`config.mk`:
```
export PLATFORM = sky130hd
export DESIGN_NAME = mips_pipe_elastic_reg_flat
export DESIGN_NICKNAME = d
export VERILOG_FILES = /design/src/rtl/mips_pipe_pkg.sv /design/src/rtl/mips_pipe_elastic_reg_if.sv /design/src/rtl/mips_pipe_slot.sv /design/src/rtl/mips_pipe_elastic_reg.sv /design/src/flat_wrapper.sv
export SDC_FILE = /design/constraint.sdc
export NUM_CORES = 1
export LEC_CHECK = 0
export CAP_MARGIN = 40
export CORE_UTILIZATION = 53
export DETAILED_ROUTE_END_ITERATION = 8
export GPL_TIMING_DRIVEN = 0
export PLACE_DENSITY = 0.85
export SLEW_MARGIN = 20
export SYNTH_ARGS = -nofsm -noshare
export SYNTH_HDL_FRONTEND = slang
export SYNTH_SLANG_ARGS = --single-unit
```
`constraint.sdc`:
```
create_clock -name clk -period 2.4 [get_ports clk]
set_clock_uncertainty 0.15 [all_clocks]
set_input_delay 0.72 -clock clk [delete_from_list [all_inputs] [get_ports clk]]
set_output_delay 0.72 -clock clk [all_outputs]
set_load 0.005 [all_outputs]
```
`src/rtl/mips_pipe_pkg.sv`:
```
// rtl/mips_pipe_pkg.sv - shared nop encoding and per-stage payload bundles for the MIPS pipeline
package mips_pipe_pkg;

    localparam logic [31:0] MIPS_NOP = 32'h0000_0000;

    typedef struct packed {
        logic [31:0] instr;
        logic [31:0] pc;
    } if_id_t;

    typedef struct packed {
        logic [31:0] pc;
        logic [31:0] rs_data;
        logic [31:0] rt_data;
        logic [31:0] imm;
        logic [4:0]  rd;
        logic [7:0]  ctrl;
    } id_ex_t;

    typedef struct packed {
        logic [31:0] alu_result;
        logic [31:0] store_data;
        logic [4:0]  rd;
        logic [5:0]  ctrl;
    } ex_mem_t;

    typedef struct packed {
        logic [31:0] wb_data;
        logic [4:0]  rd;
        logic        reg_write;
        logic        mem_to_reg;
    } mem_wb_t;

endpackage

```
`src/rtl/mips_pipe_elastic_reg_if.sv`:
```
// rtl/mips_pipe_elastic_reg_if.sv - valid/ready payload link between two pipeline stages
interface mips_pipe_elastic_reg_if #(
    parameter int WIDTH = 32
) ();
    logic             valid;
    logic             ready;
    logic [WIDTH-1:0] data;

    modport master (output valid, output data, input ready);
    modport slave  (input valid, input data, output ready);
endinterface

```
`src/rtl/mips_pipe_slot.sv`:
```
// rtl/mips_pipe_slot.sv - one valid+payload register; empty slots always hold the nop payload
module mips_pipe_slot
    import mips_pipe_pkg::*;
#(
    parameter int               WIDTH     = 32,
    parameter logic [WIDTH-1:0] NOP_VALUE = WIDTH'(MIPS_NOP)
) (
    input  logic             clk,
    input  logic             rst_n,
    input  logic             flush_i,
    input  logic             load_i,
    input  logic             unload_i,
    input  logic [WIDTH-1:0] data_i,
    output logic             valid_o,
    output logic [WIDTH-1:0] data_o
);

    logic             valid_q, valid_d;
    logic [WIDTH-1:0] data_q, data_d;

    // A load in the same cycle as an unload replaces the departing payload.
    always_comb begin
        valid_d = valid_q;
        data_d  = data_q;
        if (flush_i) begin
            valid_d = 1'b0;
            data_d  = NOP_VALUE;
        end else if (load_i) begin
            valid_d = 1'b1;
            data_d  = data_i;
        end else if (unload_i) begin
            valid_d = 1'b0;
            data_d  = NOP_VALUE;
        end
    end

    always_ff @(posedge clk or negedge rst_n) begin
        if (!rst_n) begin
            valid_q <= 1'b0;
            data_q  <= NOP_VALUE;
        end else begin
            valid_q <= valid_d;
            data_q  <= data_d;
        end
    end

    assign valid_o = valid_q;
    assign data_o  = data_q;

endmodule

```
`src/rtl/mips_pipe_elastic_reg.sv`:
```
// rtl/mips_pipe_elastic_reg.sv - elastic multi-stage pipeline register with optional skid, flush and occupancy
module mips_pipe_elastic_reg
    import mips_pipe_pkg::*;
#(
    parameter int               WIDTH     = 32,
    parameter int               DEPTH     = 1,
    parameter int               SKID      = 1,
    parameter logic [WIDTH-1:0] NOP_VALUE = WIDTH'(MIPS_NOP)
) (
    input  logic                          clk,
    input  logic                          rst_n,
    mips_pipe_elastic_reg_if.slave        up_if,
    mips_pipe_elastic_reg_if.master       dn_if,
    input  logic                          flush,
    output logic [$clog2(DEPTH+2)-1:0]    occupancy
);

    localparam int OCC_W = $clog2(DEPTH + 2);

    logic [DEPTH-1:0] vld;
    logic [DEPTH-1:0] room;
    logic [DEPTH-1:0] move;
    logic [WIDTH-1:0] dat [DEPTH];
    logic             s0_space;
    logic             s0_load;
    logic [WIDTH-1:0] s0_data;
    logic             in_fire;
    logic             out_fire;
    logic [OCC_W-1:0] occ_q, occ_d;

    // room[k]: whatever sits in stage k may move on this edge (next stage empty or itself moving).
    always_comb begin
        room          = '0;
        room[DEPTH-1] = dn_if.ready;
        for (int k = DEPTH - 2; k >= 0; k--) begin
            room[k] = !vld[k+1] || room[k+1];
        end
    end

    assign move     = vld & room;
    assign s0_space = !vld[0] || room[0];
    assign in_fire  = up_if.valid && up_if.ready;
    assign out_fire = dn_if.valid && dn_if.ready;

    generate
        if (SKID != 0) begin : g_skid
            logic             skid_vld;
            logic [WIDTH-1:0] skid_dat;

            mips_pipe_slot #(.WIDTH(WIDTH), .NOP_VALUE(NOP_VALUE)) u_skid (
                .clk      (clk),
                .rst_n    (rst_n),
                .flush_i  (flush),
                .load_i   (in_fire && !s0_space),
                .unload_i (skid_vld && s0_space),
                .data_i   (up_if.data),
                .valid_o  (skid_vld),
                .data_o   (skid_dat)
            );

            // The parked payload always goes first, which keeps ordering FIFO.
            assign up_if.ready = !skid_vld;
            assign s0_load     = s0_space && (skid_vld || in_fire);
            assign s0_data     = skid_vld ? skid_dat : up_if.data;
        end else begin : g_noskid
            assign up_if.ready = s0_space;
            assign s0_load     = in_fire;
            assign s0_data     = up_if.data;
        end
    endgenerate

    generate
        for (genvar k = 0; k < DEPTH; k++) begin : g_stage
            logic             ld;
            logic [WIDTH-1:0] din;

            if (k == 0) begin : g_head
                assign ld  = s0_load;
                assign din = s0_data;
            end else begin : g_body
                assign ld  = move[k-1];
                assign din = dat[k-1];
            end

            mips_pipe_slot #(.WIDTH(WIDTH), .NOP_VALUE(NOP_VALUE)) u_slot (
                .clk      (clk),
                .rst_n    (rst_n),
                .flush_i  (flush),
                .load_i   (ld),
                .unload_i (move[k]),
                .data_i   (din),
                .valid_o  (vld[k]),
                .data_o   (dat[k])
            );
        end
    endgenerate

    assign dn_if.valid = vld[DEPTH-1];
    assign dn_if.data  = dat[DEPTH-1];

    always_comb begin
        occ_d = occ_q + OCC_W'(in_fire) - OCC_W'(out_fire);
        if (flush) begin
            occ_d = '0;
        end
    end

    always_ff @(posedge clk or negedge rst_n) begin
        if (!rst_n) begin
            occ_q <= '0;
        end else begin
            occ_q <= occ_d;
        end
    end

    assign occupancy = occ_q;

endmodule
```
`src/flat_wrapper.sv`:
```
// flat-port wrapper written by rule: the top's interface ports become plain ports
module mips_pipe_elastic_reg_flat import mips_pipe_pkg::*;
#(
    parameter int               WIDTH     = 32,
    parameter int               DEPTH     = 1,
    parameter int               SKID      = 1,
    parameter logic [WIDTH-1:0] NOP_VALUE = WIDTH'(MIPS_NOP)
)
  (clk, rst_n, flush, occupancy, up_if_valid, up_if_data, up_if_ready, dn_if_valid, dn_if_data, dn_if_ready);
  mips_pipe_elastic_reg_if #(.WIDTH(WIDTH)) up_if_i ();
  mips_pipe_elastic_reg_if #(.WIDTH(WIDTH)) dn_if_i ();
  input  logic clk;
  input  logic rst_n;
  input  logic flush;
  output logic [$clog2(DEPTH+2)-1:0] occupancy;
  input wire logic [$bits(up_if_i.valid)-1:0] up_if_valid;
  input wire logic [$bits(up_if_i.data)-1:0] up_if_data;
  output wire logic [$bits(up_if_i.ready)-1:0] up_if_ready;
  output wire logic [$bits(dn_if_i.valid)-1:0] dn_if_valid;
  output wire logic [$bits(dn_if_i.data)-1:0] dn_if_data;
  input wire logic [$bits(dn_if_i.ready)-1:0] dn_if_ready;
  assign up_if_i.valid = up_if_valid;
  assign up_if_i.data = up_if_data;
  assign up_if_ready = up_if_i.ready;
  assign dn_if_valid = dn_if_i.valid;
  assign dn_if_data = dn_if_i.data;
  assign dn_if_i.ready = dn_if_ready;
  mips_pipe_elastic_reg #(.WIDTH(WIDTH), .DEPTH(DEPTH), .SKID(SKID), .NOP_VALUE(NOP_VALUE)) u_core (.clk(clk), .rst_n(rst_n), .up_if(up_if_i), .dn_if(dn_if_i), .flush(flush), .occupancy(occupancy));
endmodule
```
# Yosys cells after proc, flatten, opt, wreduce, memory -nomap -nowiden
# Cells that the tools add are included.
# word_totals
input_bits	37
ff_bits	68
elab_cells	34
out_inout_bits	36
# op_classes
add_sub_neg	2
bitwise	1
muxes	14
reduce_logical	12
# ops
op	n
32-bit 2-to-1 mux	7
1-bit 2-to-1 mux	6
3-bit nonzero test	2
1-bit logical AND	5
1-bit zero test	3
2-bit by 1-bit adder with 2-bit output	1
1-bit logical OR	2
2-bit 2-to-1 mux	1
2-bit by 1-bit subtractor with 2-bit output	1
1-bit bitwise AND	1

# Logic depth before layout (Yosys ltp)
# Gate-level depths: netlist of run 1.
# logic_depth
depth_word	6
depth_mapped	7
ltp_nobuf	7

# By module
# From an unflattened synthesis of run 1, not the netlist that was laid out.
# hier_totals
cells_unflattened	213
area_unflattened_um2	3150.5
# by_module_without_submodules
module	cells_each	area_each_um2	seq_area_each_um2	n_inst
mips_pipe_slot	81	1237.4	825.8	2
mips_pipe_elastic_reg	51	675.6	50.0	1

# Worst setup path before layout of run 1
# No wires, ideal clock.
# synth_path
kind	input to register
from	input port dn_if_ready
to	register u_core.occ_q[1] (netlist: u_core.occupancy[1])
n_path_buf	0
required_time_ns	2.131
t_arrival_ns	1.653
slack_ns	0.479
setup_time_ns	0.119
cell_stages	7
path_cell_list	and2_2 -> ha_1 -> inv_1 -> ha_1 -> xor2_1 -> xnor2_1 -> nor2_1
# synth_via
elab_chain_cells	3
# synth_rtl
element	line_no	source
from (decl)	flat_wrapper.sv:21	input wire logic [$bits(dn_if_i.ready)-1:0] dn_if_ready;
1-bit logical AND	mips_pipe_elastic_reg.sv:43	assign out_fire = dn_if.valid && dn_if.ready;
2-bit by 1-bit subtractor with 2-bit output	mips_pipe_elastic_reg.sv:102	occ_d = occ_q + OCC_W'(in_fire) - OCC_W'(out_fire);
2-bit 2-to-1 mux	mips_pipe_elastic_reg.sv:103	if (flush) begin
named net u_core.occ_d[1]	mips_pipe_elastic_reg.sv:29	logic [OCC_W-1:0] occ_q, occ_d;
to (signal assigned)	mips_pipe_elastic_reg.sv:110	occ_q <= '0;
to (signal assigned)	mips_pipe_elastic_reg.sv:112	occ_q <= occ_d;
to (decl)	mips_pipe_elastic_reg.sv:29	
# The timed path passes the listed nets, and every way through them passes these cells.
# A chain may end at the register's enable or synchronous reset.

# Worst setup path after layout of run 1
# layout_path
from	input port up_if_valid
to	register u_core.g_skid.u_skid.data_q[27] (netlist: u_core.g_skid.u_skid.data_o[27])
# layout_via
elab_chain_cells	4
word_cells_on_any_way	5
cone_classes	mux: 2; reduce/logical: 3
# layout_rtl
element	line_no	source
from (decl)	flat_wrapper.sv:16	input wire logic [$bits(up_if_i.valid)-1:0] up_if_valid;
1-bit logical AND *	mips_pipe_elastic_reg.sv:42	assign in_fire = up_if.valid && up_if.ready;
1-bit logical AND *	mips_pipe_elastic_reg.sv:54	.load_i (in_fire && !s0_space),
32-bit 2-to-1 mux	mips_pipe_slot.sv:28	end else if (load_i) begin
32-bit 2-to-1 mux	mips_pipe_slot.sv:25	if (flush_i) begin
to (signal assigned)	mips_pipe_slot.sv:43	data_q <= data_d;
to (decl)	mips_pipe_slot.sv:19	logic [WIDTH-1:0] data_q, data_d;
# Every way passes the cells marked *; elsewhere a longest branch is shown, timed or not.

==> results of run 1 <==
## power by group
| group | switching (mW) | internal (mW) | leakage (nW) | total (mW) |
|---|---|---|---|---|
| logic | 0.157 | 0.214 | 0.699 | 0.372 |
| registers | 0.0366 | 1.20 | 0.925 | 1.24 |
| clock network | 0.422 | 0.534 | 0.102 | 0.956 |
| total | 0.616 | 1.95 | 1.73 | 2.57 |
## worst max-delay path, delay by kind of cell
| family | cells | cell delay, ns |
|---|---|---|
| compound gates | 2 | 0.58 |
| buf+inv | 2 | 0.78 |
| simple gates | 1 | 0.27 |
## routing by layer
| metal | wire [um] | GRT usage (%) |
|---|---|---|
| met1 | 3020 | 34.6 |
| met2 | 2940 | 35.8 |
| met3 | 339 | 4.55 |
| met4 | 115 | 11.0 |
| met5 | 0 | 0 |
## kinds of logic after synthesis
logic type | count (synthesis)
AND/OR/NAND/NOR | 11
XOR/XNOR | 2
buffers and inverters | 21
multiplexers | 32
AO/OA/AOI/OAI | 67
adder cells (fa/ha/maj) | 2
flip-flops | 68
## final cells by class
class | instances | area share [%]
plain buffers | 17 | 4.29
well taps | 70 | 2.19
clock inverters | 4 | 1.19
clock buffers | 12 | 3.88
flip-flops and latches | 68 | 42.6
repair buffers | 75 | 18.8
inverters | 4 | 0.376
multi-input cells | 114 | 26.6
## what timing repair did
action / CTS / global route
setup buffers: 2 / 0
hold endpoints to repair: 0 / 0
endpoints found under the setup margin: 1 / 0
resized for setup: 6 / 0
## worst max path at each step
| stage | slack, ns | from | end |
|---|---|---|---|
| CTS | 0.17 | u_core.g_stage[0].u_slot.valid_o$_DFFE_PN0P_ | dn_if_valid |
| detailed placement | -0.16 | up_if_valid | u_core.g_skid.u_skid.data_o[27]$_DFFE_PN0P_ |
| finish | 0.17 | up_if_valid | u_core.g_skid.u_skid.data_o[27]$_DFFE_PN0P_ |
| global placement | -1.79 | rst_n | u_core.g_stage[0].u_slot.data_o[21]$_DFFE_PN0P_ |
| global route | 0.09 | up_if_valid | u_core.g_skid.u_skid.data_o[28]$_DFFE_PN0P_ |
| floorplan | 0.48 | dn_if_ready | u_core.occupancy[1]$_DFF_PN0_ |
## registers in the layout (all words and copies together) (netlist names)
name	count
u_core.occupancy	2
u_core.g_skid.u_skid.data_o	32
u_core.g_stage.u_slot.valid_o	1
u_core.g_stage.u_slot.data_o	32
u_core.g_skid.u_skid.valid_o	1
## cells in the final DEF, fill, tap and decap left out, drive strengths merged
cell type | Yosys | routed
xor2 | 1 | 1
clkinv | 0 | 2
o211ai | 1 | 1
nor2b | 3 | 3
ha | 2 | 2
clkdlybuf4s50 | 0 | 70
nand2 | 1 | 1
bufinv | 0 | 1
o2bb2ai | 32 | 32
buf | 17 | 21
mux2i | 32 | 32
a211oi | 1 | 1
o41ai | 1 | 1
clkinvlp | 0 | 1
xnor2 | 1 | 1
or3b | 1 | 1
nand2b | 1 | 1
and2 | 1 | 1
clkbuf | 0 | 12
and4bb | 1 | 1
inv | 4 | 4
nor2 | 3 | 3
a22o | 32 | 32
dfrtp | 68 | 68
dlygate4sd2 | 0 | 1
==> metrics.cfg, run 1 <==
[floorplanning]
initial_core_util_pct = 56.4
die_area_sq_um = 5840
fp.dieW_um = 76.4
coreArea_sq_um = 5200
die_y_um = 76.4
io_pins = 73
rows = 26

[worst_setup_path]
r2r_slack_ns = 0.48
r2r_cells = 5
worst-path-max-fanout = 10
worstPathArrival_ns = 2.35
path_cells = clkdlybuf4s50_1, and4bb_1, a211oi_2, buf_4, a22o_1
r2r-end = u_core.g_stage[0].u_slot.data_o[28]$_DFFE_PN0P_
critPathKind = in -> reg
startpoint_type = input port
crit_path_max_incr_delay_ns = 0.52
worstPathRequired_ns = 2.52
endpoint_kind = flop
cp_slowest_cell = clkdlybuf4s50_1
rr_startpoint = u_core.g_skid.u_skid.valid_o$_DFFE_PN0P_

[power]
ir_drop_v = 0.000476
leakagePower_nw = 1.73
cellPowerDensity_nw_per_um2 = 643
total_power_mw = 2.57

[clock_network]
postCtsHoldBufs = 0
cts_buffer_depth = 2
cts_tree = built
path_clk_slew_ns = 0.07
htreeDepth = 3
clockRootBuffer = clkbuf_8
clk-insertion-delay-late_ns = 0.34
cts_sinks = 68
cts_buffers = 9

[synthesis]
synth_top_cell_by_area = dfrtp_1
yosys_warnings = 0
synth.top_cell.area_share_pct = 58.0
synth_cell_types = 24
synth_top_family_by_area = compound AO/OA/AOI/OAI gates
synth.most_common_cell = dfrtp_1
yosys-top-cells-count = 68 x dfrtp_1, 32 x mux2i_1, 32 x o2bb2ai_1, 21 x a22o_1, 11 x a22o_2
synth.top_cells.by_area = dfrtp_1 58%, mux2i_1 11%, o2bb2ai_1 9.5%, a22o_1 6.3%, a22o_2 3.8%
synth-compound-area-share_pct = 21.2
async_reset_ff_share_pct = 100
yosys.area_share.simple_pct = 2.69
syn_inst = 203
ys_ff_latch = 68
synthesis.nets = 242
yosys-mux-area-fraction_pct = 10.9
synthAdderAreaFrac_pct = 0.853
syn_area_sq_um = 2940
synth_xor_area_share_pct = 0.597
synth-seq-area-share_pct = 58.0
synth_enable_flop_cells = 0
syn-mean-instance-area_sq_um = 14.5
synth_flop_cell = dfrtp_1

[sta]
period_needed_ns = 2.23
finalHoldViolations = 0
fin_setup_tns_ns = 0
slew_headroom_pct = 62.7
rsz0062_at_grt = no
holdWs_ns = 0.156
fmax_ghz = 0.449
worst_pin_slew_ns = 0.557
setup_ws_ns = 0.171
setup_violations = 0
period_share_pct = 92.9
finalMaxSlewViolations = 0

[placed_design]
routabilityCongestion = 0.768
portBuffers = 72
dpl_cell_area_sq_um = 3760
place_hpwl_um = 4270
place_ws_ns = -0.164
dpl.cell_count = 346

[grt]
grt_max_degree = 39
antenna_found_initial = 0
grt_first_pass_wirelength_um = 10800
grt_pass1_vias = 2120
overflow = 0
grt.total_usage_pct = 24.1

[finish]
regArea_sq_um = 1700
synthToLayoutAreaGrowth_pct = 36.1
drive_above_1_share_pct = 17.7
antenna_cells = 0
final_util_pct = 76.7
fill_cells = 354
nNetsFinal = 328
stdcell_count = 364
design_area_sq_um = 3990
multiInputGateArea_sq_um = 1060

[route]
wl_um = 6420
vias = 2086
vias_per_cell = 5.73
drtPass1Iterations = 4
drt_iter0_drc = 120
postRouteAntennaNets = 0
drc = 0
wire_per_inst_um = 17.6

[job]
maxCapViolations = 0

[status]
status = completed

[worst_hold_path]
hold_class = in -> async

Power figures use the tool's default switching activity.
==> inputs of run 2 (changes only) <==
- ABC_CLOCK_PERIOD_IN_PS: default -> 2400
- SLEW_MARGIN: 20 -> default
==> metrics.cfg, run 2 (synthesis gave the netlist of run 1 again) <==
[grt]
grt.total_usage_pct = 25.0  ; +0.83 points
met1_usage_pct = 35.7  ; +1.1 points
grt_first_pass_wirelength_um = 11100  ; +3.3%
use_met2_pct = 37.9  ; +2.2 points
overflow = 0  ; unchanged
top_usage_layer = met2
grt_max_degree = 69  ; +77%
grt_pass1_vias = 2202  ; +3.9%
met3_usage_pct = 5.51  ; +0.96 points
antenna_found_initial = 0  ; unchanged

[floorplanning]
fp.dieW_um = 76.4  ; unchanged
die_area_sq_um = 5840  ; unchanged
io_pins = 73  ; unchanged
coreArea_sq_um = 5200  ; unchanged
die_y_um = 76.4  ; unchanged
initial_core_util_pct = 56.4  ; unchanged
rows = 26  ; unchanged

[worst_setup_path]
rr_startpoint = u_core.g_skid.u_skid.valid_o$_DFFE_PN0P_
r2r_cells = 5  ; unchanged
worst-path-max-fanout = 10  ; unchanged
worstPathArrival_ns = 2.34  ; about the same
endpoint_kind = flop
startpoint_type = input port
r2r_slack_ns = 0.50  ; +0.02 ns
path_cells = clkdlybuf4s50_1, and4bb_1, a211oi_2, buf_4, a22o_1
cp-endpoint = u_core.g_skid.u_skid.data_o[27]$_DFFE_PN0P_
worstPathRequired_ns = 2.52  ; about the same
crit_path_start = up_if_valid
r2r-end = u_core.g_stage[0].u_slot.data_o[0]$_DFFE_PN0P_
crit_path_max_incr_delay_ns = 0.51  ; about the same
critPathKind = in -> reg
cp_slowest_cell = clkdlybuf4s50_1

[finish]
regArea_sq_um = 1700  ; unchanged
drive_above_1_share_pct = 17.7  ; unchanged
fill_cells = 350  ; -1.1%
final_cell_mix = 70 x clkdlybuf4s50_1, 68 x dfrtp_1, 32 x mux2i_1, 32 x o2bb2ai_1, 21 x a22o_1
final_common_cell = clkdlybuf4s50_1
synthToLayoutAreaGrowth_pct = 37.3
final_util_pct = 77.5  ; +0.72 points
nNetsFinal = 328  ; unchanged
multiInputGateArea_sq_um = 1060  ; unchanged
antenna_cells = 0  ; unchanged

[placed_design]
portBuffers = 72  ; unchanged
routabilityCongestion = 0.768  ; unchanged
place_hpwl_um = 4120  ; -3.6%

[clock_network]
htreeDepth = 3  ; unchanged
cts_sinks = 68  ; unchanged
cts_buffers = 9  ; unchanged
clk-insertion-delay-late_ns = 0.34  ; about the same
postCtsHoldBufs = 0  ; unchanged
clockRootBuffer = clkbuf_8
cts_tree = built
cts_buffer_depth = 2  ; unchanged
path_clk_slew_ns = 0.08  ; about the same

[sta]
worst_pin_slew_ns = 0.546  ; -0.0113 ns
period_needed_ns = 2.22  ; -0.00791 ns
fin_setup_tns_ns = 0  ; unchanged
setup_violations = 0  ; unchanged
finalMaxSlewViolations = 0  ; unchanged
slew_headroom_pct = 63.4  ; +0.76 points
rsz0062_at_grt = no
finalHoldViolations = 0  ; unchanged
period_share_pct = 92.5  ; -0.33 points
fmax_ghz = 0.450  ; +0.36%

[power]
total_power_mw = 2.72  ; +5.9%
leakagePower_nw = 1.74  ; +0.91%
cellPowerDensity_nw_per_um2 = 674  ; +4.9%
ir_drop_v = 0.000383  ; -20%

[route]
wire_per_inst_um = 18.1  ; +2.9%
vias = 2076  ; -0.48%
vias_per_cell = 5.70  ; -0.48%
drtPass1Iterations = 4  ; unchanged
drt_iter0_drc = 85  ; -29%
drc = 0  ; unchanged
wl_um = 6600  ; +2.9%
postRouteAntennaNets = 0  ; unchanged

[worst_hold_path]
hold_class = in -> async

[status]
status = completed

[job]
maxCapViolations = 0  ; unchanged

## run 2: worst min path at each step
stage                     slack, ns                                         endpoint                                            start
after floorplan                0.27       u_core.g_skid.u_skid.data_o[0]$_DFFE_PN0P_                                            rst_n
after global placement         0.32  u_core.g_stage[0].u_slot.data_o[16]$_DFFE_PN0P_  u_core.g_stage[0].u_slot.data_o[16]$_DFFE_PN0P_
after detailed placement       0.32   u_core.g_stage[0].u_slot.data_o[5]$_DFFE_PN0P_   u_core.g_stage[0].u_slot.data_o[5]$_DFFE_PN0P_
after CTS                      0.23  u_core.g_stage[0].u_slot.data_o[16]$_DFFE_PN0P_                                            rst_n
after global routing           0.24       u_core.g_skid.u_skid.data_o[8]$_DFFE_PN0P_                                            rst_n
final                          0.23       u_core.g_skid.u_skid.data_o[8]$_DFFE_PN0P_                                            rst_n
## run 2: layout make-up
| cell class | count | share of cell area (%) |
|---|---|---|
| plain buffers | 17 | 4.16 |
| repair buffers | 75 | 18.8 |
| well taps | 70 | 2.17 |
| inverters | 4 | 0.372 |
| multi-input cells | 114 | 26.4 |
| flip-flops and latches | 68 | 42.2 |
| clock buffers | 13 | 4.19 |
| clock inverters | 3 | 1.68 |
## run 2: routing by layer
layer  share of wire (%)  vias to the layer above
li1                    -                      943
met1                  47                     1046
met2                  46                       80
met3                 5.3                        7
met4                0.98                        0
met5                   0                        -
## run 2: what timing repair did
| item | 4_1_cts | 5_1_grt |
|---|---|---|
| setup endpoints to repair | 1 | 0 |
| setup buffers | 2 | 0 |
| gates resized for setup | 5 | 0 |
| hold endpoints to repair | 0 | 0 |
## run 2: worst max-delay path, delay by kind of cell
| kind | cells | cell delay [ns] |
|---|---|---|
| AO/OA/AOI/OAI | 2 | 0.58 |
| buffers and inverters | 2 | 0.77 |
| AND/OR/NAND/NOR | 1 | 0.27 |
## run 2: through the flow
stage	hold WS, ns	area, sq um	setup slack [ns]	std cells
after CTS	0.235	4030	0.169	364
after floorplan	0.274	2940	0.479	203
after global routing	0.242	4030	0.102	364
after detailed placement	0.323	3770	-0.168	346
final	0.234	4030	0.179	364
after global placement	0.320	3740	-1.79	345
## run 2: where the power goes
part	total, mW	switching, mW	internal [mW]	leakage [nW]
Clock	1.10	0.431	0.671	0.116
Sequential	1.24	0.0368	1.20	0.925
Combinational	0.375	0.159	0.216	0.701
